## src/rtl/mips_multicycle_control.sv

```systemverilog
// Multi-cycle MIPS control sequencer: one shared ALU and one unified memory port.
// Latency: lw 5, sw/R/addi 4, beq/bne/j 3 cycles with zero-wait memory; outputs are combinational from state.
// Backpressure: FETCH/MEM_READ/MEM_WRITE stall on mem_ready; MEM_TIMEOUT stalled cycles trap with bus_error.
//
// Ports: clk/reset (sync, active-high); op/funct from IR; zero from ALU; mem_ready handshake.
//   Datapath controls: pc_write, ir_write, i_or_d, mem_read_enable, mem_write_enable, mem_to_reg,
//   reg_dest, reg_write_enable, alu_src_a, alu_src_b, alu_op, pc_src.
//   Status: illegal_op, bus_error (sticky until reset), state (debug), retired_count.
// Optional macro INSTR_COUNT_EN: builds the retired-instruction counter; otherwise retired_count is 0.
module mips_multicycle_control #(
  parameter int MEM_TIMEOUT = 15,
  parameter int STATE_W     = 4
) (
  input  logic               clk,
  input  logic               reset,
  input  logic [5:0]         op,
  input  logic [5:0]         funct,
  input  logic               zero,
  input  logic               mem_ready,
  output logic               pc_write,
  output logic               ir_write,
  output logic               i_or_d,
  output logic               mem_read_enable,
  output logic               mem_write_enable,
  output logic               mem_to_reg,
  output logic               reg_dest,
  output logic               reg_write_enable,
  output logic               alu_src_a,
  output logic [1:0]         alu_src_b,
  output logic [2:0]         alu_op,
  output logic [1:0]         pc_src,
  output logic               illegal_op,
  output logic               bus_error,
  output logic [STATE_W-1:0] state,
  output logic [31:0]        retired_count
);

  typedef enum logic [STATE_W-1:0] {
    FETCH, DECODE, MEM_ADDR, MEM_READ, MEM_WB, MEM_WRITE, R_EXEC,
    R_WB, BRANCH, JUMP, I_EXEC, I_WB, TRAP
  } state_t;

  localparam logic [5:0] OP_R    = 6'b000000;
  localparam logic [5:0] OP_LW   = 6'b100011;
  localparam logic [5:0] OP_SW   = 6'b101011;
  localparam logic [5:0] OP_BEQ  = 6'b000100;
  localparam logic [5:0] OP_BNE  = 6'b000101;
  localparam logic [5:0] OP_J    = 6'b000010;
  localparam logic [5:0] OP_ADDI = 6'b001000;

  localparam logic [2:0] ALU_ADD = 3'b000;
  localparam logic [2:0] ALU_SUB = 3'b001;
  localparam logic [2:0] ALU_XOR = 3'b010;
  localparam logic [2:0] ALU_SLT = 3'b011;
  localparam logic [2:0] ALU_AND = 3'b100;
  localparam logic [2:0] ALU_NOR = 3'b110;
  localparam logic [2:0] ALU_OR  = 3'b111;

  // Last count value at which a still-stalled memory state gives up.
  localparam logic [7:0] TIMEOUT_LAST = 8'(MEM_TIMEOUT - 1);

  state_t     cur_state, next_state;
  logic [7:0] wait_cnt;
  logic       set_illegal, set_bus_err;
  logic       funct_ok;
  logic [2:0] funct_alu;
  logic       mem_wait;

  assign state = cur_state;

  always_comb begin
    funct_ok  = 1'b1;
    funct_alu = ALU_ADD;
    case (funct)
      6'b100000: funct_alu = ALU_ADD;
      6'b100010: funct_alu = ALU_SUB;
      6'b100100: funct_alu = ALU_AND;
      6'b100101: funct_alu = ALU_OR;
      6'b100110: funct_alu = ALU_XOR;
      6'b100111: funct_alu = ALU_NOR;
      6'b101010: funct_alu = ALU_SLT;
      default:   funct_ok  = 1'b0;
    endcase
  end

  assign mem_wait = ((cur_state == FETCH) || (cur_state == MEM_READ) ||
                     (cur_state == MEM_WRITE)) && !mem_ready;

  always_comb begin
    next_state  = cur_state;
    set_illegal = 1'b0;
    set_bus_err = 1'b0;
    case (cur_state)
      FETCH:     if (mem_ready) next_state = DECODE;
      DECODE: begin
        case (op)
          OP_LW, OP_SW:    next_state = MEM_ADDR;
          OP_R:            next_state = R_EXEC;
          OP_BEQ, OP_BNE:  next_state = BRANCH;
          OP_J:            next_state = JUMP;
          OP_ADDI:         next_state = I_EXEC;
          default: begin
            next_state  = TRAP;
            set_illegal = 1'b1;
          end
        endcase
      end
      MEM_ADDR: begin
        if (op == OP_LW)      next_state = MEM_READ;
        else if (op == OP_SW) next_state = MEM_WRITE;
        else begin
          next_state  = TRAP;
          set_illegal = 1'b1;
        end
      end
      MEM_READ:  if (mem_ready) next_state = MEM_WB;
      MEM_WB:    next_state = FETCH;
      MEM_WRITE: if (mem_ready) next_state = FETCH;
      R_EXEC: begin
        if (funct_ok) next_state = R_WB;
        else begin
          next_state  = TRAP;
          set_illegal = 1'b1;
        end
      end
      R_WB:      next_state = FETCH;
      BRANCH:    next_state = FETCH;
      JUMP:      next_state = FETCH;
      I_EXEC:    next_state = I_WB;
      I_WB:      next_state = FETCH;
      TRAP:      next_state = TRAP;
      default: begin
        next_state  = TRAP;
        set_illegal = 1'b1;
      end
    endcase
    // A stall that has used up its budget overrides the hold above; mem_ready
    // on the final cycle keeps mem_wait low, so a late completion still wins.
    if (mem_wait && (wait_cnt == TIMEOUT_LAST)) begin
      next_state  = TRAP;
      set_bus_err = 1'b1;
    end
  end

  always_ff @(posedge clk) begin
    if (reset) begin
      cur_state  <= FETCH;
      wait_cnt   <= 8'd0;
      illegal_op <= 1'b0;
      bus_error  <= 1'b0;
    end else begin
      cur_state <= next_state;
      if (next_state != cur_state) wait_cnt <= 8'd0;
      else if (mem_wait)           wait_cnt <= wait_cnt + 8'd1;
      if (set_illegal) illegal_op <= 1'b1;
      if (set_bus_err) bus_error  <= 1'b1;
    end
  end

`ifdef INSTR_COUNT_EN
  logic retire;
  // Every normal completion re-enters FETCH; only reset leaves TRAP.
  assign retire = (next_state == FETCH) &&
                  ((cur_state == MEM_WB) || (cur_state == MEM_WRITE) ||
                   (cur_state == R_WB)   || (cur_state == BRANCH)    ||
                   (cur_state == JUMP)   || (cur_state == I_WB));

  always_ff @(posedge clk) begin
    if (reset)       retired_count <= 32'd0;
    else if (retire) retired_count <= retired_count + 32'd1;
  end
`else
  assign retired_count = 32'd0;
`endif

  // Reset forces every control low so an aborted instruction cannot write.
  always_comb begin
    pc_write         = 1'b0;
    ir_write         = 1'b0;
    i_or_d           = 1'b0;
    mem_read_enable  = 1'b0;
    mem_write_enable = 1'b0;
    mem_to_reg       = 1'b0;
    reg_dest         = 1'b0;
    reg_write_enable = 1'b0;
    alu_src_a        = 1'b0;
    alu_src_b        = 2'b00;
    alu_op           = ALU_ADD;
    pc_src           = 2'b00;
    if (!reset) begin
      case (cur_state)
        FETCH: begin
          mem_read_enable = 1'b1;
          alu_src_b       = 2'b01;
          ir_write        = mem_ready;
          pc_write        = mem_ready;
        end
        DECODE:    alu_src_b = 2'b11;
        MEM_ADDR: begin
          alu_src_a = 1'b1;
          alu_src_b = 2'b10;
        end
        MEM_READ: begin
          i_or_d          = 1'b1;
          mem_read_enable = 1'b1;
        end
        MEM_WB: begin
          mem_to_reg       = 1'b1;
          reg_write_enable = 1'b1;
        end
        MEM_WRITE: begin
          i_or_d           = 1'b1;
          mem_write_enable = 1'b1;
        end
        R_EXEC: begin
          alu_src_a = 1'b1;
          alu_op    = funct_alu;
        end
        R_WB: begin
          reg_dest         = 1'b1;
          reg_write_enable = 1'b1;
          alu_op           = funct_alu;
        end
        BRANCH: begin
          alu_src_a = 1'b1;
          alu_op    = ALU_SUB;
          pc_src    = 2'b01;
          pc_write  = (op == OP_BNE) ? !zero : zero;
        end
        JUMP: begin
          pc_src   = 2'b10;
          pc_write = 1'b1;
        end
        I_EXEC: begin
          alu_src_a = 1'b1;
          alu_src_b = 2'b10;
        end
        I_WB:      reg_write_enable = 1'b1;
        default: ;
      endcase
    end
  end

endmodule
```

## config.mk

```make
export PLATFORM = sky130hd
export DESIGN_NAME = mips_multicycle_control
export DESIGN_NICKNAME = d
export VERILOG_FILES = /design/src/rtl/mips_multicycle_control.sv
export SDC_FILE = /design/constraint.sdc
export NUM_CORES = 1
export LEC_CHECK = 0
export CORE_MARGIN = 2
export CORE_UTILIZATION = 31
export CTS_BUF_LIST = sky130_fd_sc_hd__clkbuf_8 sky130_fd_sc_hd__clkbuf_16
export DETAILED_ROUTE_END_ITERATION = 12
export HOLD_SLACK_MARGIN = 0.02
export SLEW_MARGIN = 30
export SYNTH_ARGS = -nofsm -noshare
export SYNTH_HDL_FRONTEND = slang
export SYNTH_SLANG_ARGS = --single-unit
```

## constraint.sdc

```tcl
create_clock -name clk -period 2 [get_ports clk]
set_input_delay 0.3 -clock clk [delete_from_list [all_inputs] [get_ports clk]]
set_output_delay 0.3 -clock clk [all_outputs]
set_load 0.02 [all_outputs]
```

==> flow_summary.ini <==
[critical_path]
r2r-end = wait_cnt[7]$_SDFFE_PP0P_
r2r_setup_slack_ps = -80
critPathKind = reg2reg
endpoint = wait_cnt[7]$_SDFFE_PP0P_
worstReg2RegStart = state[3]$_SDFF_PP0_
crit_required_ps = 2160
cp-end-kind = register
critPathLaunch = state[3]$_SDFF_PP0_
r2r_cells = 7
worst_ep_arrival_time_ps = 2240
cp_max_fo = 8
critPathLaunchType = register

[die]
start_util_pct = 32.3
die_area_sq_um = 5950
die_h_um = 77.2
io_pins = 70
die_x_um = 77.2
core_area_sq_um = 5140
num_rows = 26

[sta]
finalMaxSlewViolations = 0
setup_ws_ps = -79.3
period_share_pct = 104
setup_viol = 8
skew_ps = 0.588
finalHoldViolCount = 0
finalCriticalPeriod_ps = 2080
final.setup.tns_ps = -520
rsz0062_at_grt = true
max_freq_mhz = 481

[global_route]
grt_antenna_before_repair = 0
grt_use_total_pct = 15.0
grt_pass1_wl_um = 7420
grt_overflow_total = 0
first_global_vias = 1711
grt_max_degree = 9

[drt]
via_count = 1825
via_per_inst = 4.79
dr.max_layer_used = met4
wl_per_cell_um = 12.3
dr.pass1.iters = 4
ant_nets = 0
route.met2.wl_um = 2280
wl_met3_um = 289
wl_met1_um = 2030
wirelength_um = 4670
drt_iter0_markers = 40
drc = 0

[logic_synthesis]
synth_common_cells = buf_4 (34), nor2_1 (20), dfxtp_1 (14), nor3_1 (14), nor4_1 (14)
yosys.area_share.adder_pct = 2.11
syn_avg_cell_area_sq_um = 8.05
ys_types = 60
synth-simple-area-share_pct = 36.4
yosysTopAreaCell = dfxtp_1
synth_edf_count = 0
ys_top_cells_by_area = dfxtp_1 (17%), buf_4 (15%), nor4_1 (5.3%)
synth_compound_area_share_pct = 17.6
synth_top_area_share_pct = 16.9
muxShareOfSynthArea_pct = 1.36
synthArstFlopShare_pct = 0
seq_area_frac_synth_pct = 16.9
synthesis.area_sq_um = 1660
synth_top_flop_cell = dfxtp_1
synth_most_common_cell = buf_4
postSynthCellCount = 206
ys_warn_count = 0
synthXorXnorAreaFrac_pct = 5.81
synth_top_family_by_area = simple AND/OR/NAND/NOR gates
ys_ff_latch = 14

[placed_design]
port_buffers = 37
place_inst = 368
dp_hpwl_um = 3510
place.gp.congestion = 0.796

[layout]
final-instance-count-excl-fill = 381
diodes = 0
fillCellCount = 493
area_growth_syn_to_layout_pct = 64.2
num-nets-final = 330
drive_above_1_share_pct = 44.4

[min_path]
hold_depth = 2
hold_class = reg2reg

[cts]
cts_hold_buf = 0
cts_max_level = 1
insertion_delay_ps = 240
cts_buffers = 3
clock_sinks = 14
cts-root-buf = clkbuf_8
cts_tree = done
cts_buffer_depth = 2
clk_pin_slew_ps = 60

[power_and_ir_drop]
peakVddDrop_uv = 317
p_seq_share_pct = 27.8
internal_power_uw = 687
p_clk_share_pct = 25.8
p_per_area_nw_per_um2 = 392
switching_share_pct = 35.7
p_sw_uw = 382
power_leakage_nw = 1.18
share_comb_of_total_power_pct = 46.4

[run]
cap_violations = 0

[outcome]
violations = negative setup slack
status = finished, violations left
-- stage by stage --
stage	worst slack [ps]	area [sq um]	power, mW	hold slack (ps)	utilization (%)
floorplan	-0.711	1790	0.602	536	-
global placement	-461	2430	0.742	464	47.3
detailed placement	-480	2430	0.745	508	47.3
CTS	-28.4	2670	1.06	525	52.0
global route	-171	2720	1.13	553	53.0
finish	-79.3	2720	1.07	528	53.0
-- registers in the layout, indices dropped and copies added, names as in the netlist --
register / flops
illegal_op: 1
wait_cnt: 8
bus_error: 1
state: 4
-- critical path: stages (launching register included) --
cell and delay (ps):
dfxtp_4 360, buf_6 130, or4b_4 560, nor4_4 230
nor3_2 90, o21bai_4 140, a32oi_4 180, nor4_2 300
-- worst min-delay path by stage --
stage	start	end	slack [ps]
floorplan	wait_cnt[7]$_SDFFE_PP0P_	wait_cnt[7]$_SDFFE_PP0P_	540
global placement	bus_error$_SDFFE_PP0P_	bus_error$_SDFFE_PP0P_	460
detailed placement	illegal_op$_SDFFE_PP0P_	illegal_op$_SDFFE_PP0P_	510
CTS	illegal_op$_SDFFE_PP0P_	illegal_op$_SDFFE_PP0P_	530
global route	illegal_op$_SDFFE_PP0P_	illegal_op$_SDFFE_PP0P_	550
finish	illegal_op$_SDFFE_PP0P_	illegal_op$_SDFFE_PP0P_	530
-- per-layer routing --
| metal | up-vias | global-route usage (%) |
|---|---|---|
| met5 | - | 0 |
| met4 | 0 | 5.18 |
| met3 | 8 | 3.29 |
| met2 | 62 | 27.0 |
| met1 | 861 | 17.4 |
| li1 | 894 | - |
-- what timing repair did --
item / CTS / global route
setup buffers: 9 / 0
resized for setup: 71 / 24
endpoints found under the setup margin: 24 / 18
endpoints found under the hold margin: 0 / 0
pin swaps: 16 / 2
-- logic make-up (layout without fill, tap and decap cells) --
group           count (synthesis)  count (layout)
buf+inv                        46             120
simple gates                   98              98
compound gates                 32              32
mux                             1               1
other cells                     1              32
xor+xnor                       11              11
flops                          14              14
fa+ha+maj                       3               3
-- layout by cell type, fill, tap and decap left out, types with 6 or more instances in the layout --
cell	count
a21oi_1	6
clkdlybuf4s50_1	17
nor2_1	18
buf_6	7
conb_1	32
nor4_1	10
nand2_1	8
inv_1	6
dlygate4sd2_1	11
buf_4	69
dfxtp_1	10
nor3_1	10
xor2_1	7
-- power by group through the flow --
| stage | logic, mW | registers, mW | clock network, mW |
|---|---|---|---|
| 3_3_place_gp | 0.435 | 0.307 | 0 |
| 5_1_grt | 0.533 | 0.298 | 0.295 |
| 6_report | 0.496 | 0.297 | 0.275 |
| 2_1_floorplan | 0.291 | 0.311 | 0 |
| 3_5_place_dp | 0.437 | 0.308 | 0 |
| 4_1_cts | 0.479 | 0.297 | 0.284 |
-- cell type report --
class                      count  area, sq um  share of cell area, %
multi-input combinational    177         1370                   50.2
sequential                    14          293                   10.7
timing repair buffer         110          898                   33.0
inverter                       6         22.5                  0.827
clock buffer                   4         55.1                   2.02
tap                           70         87.6                   3.22
Power figures use the tool's default switching activity.
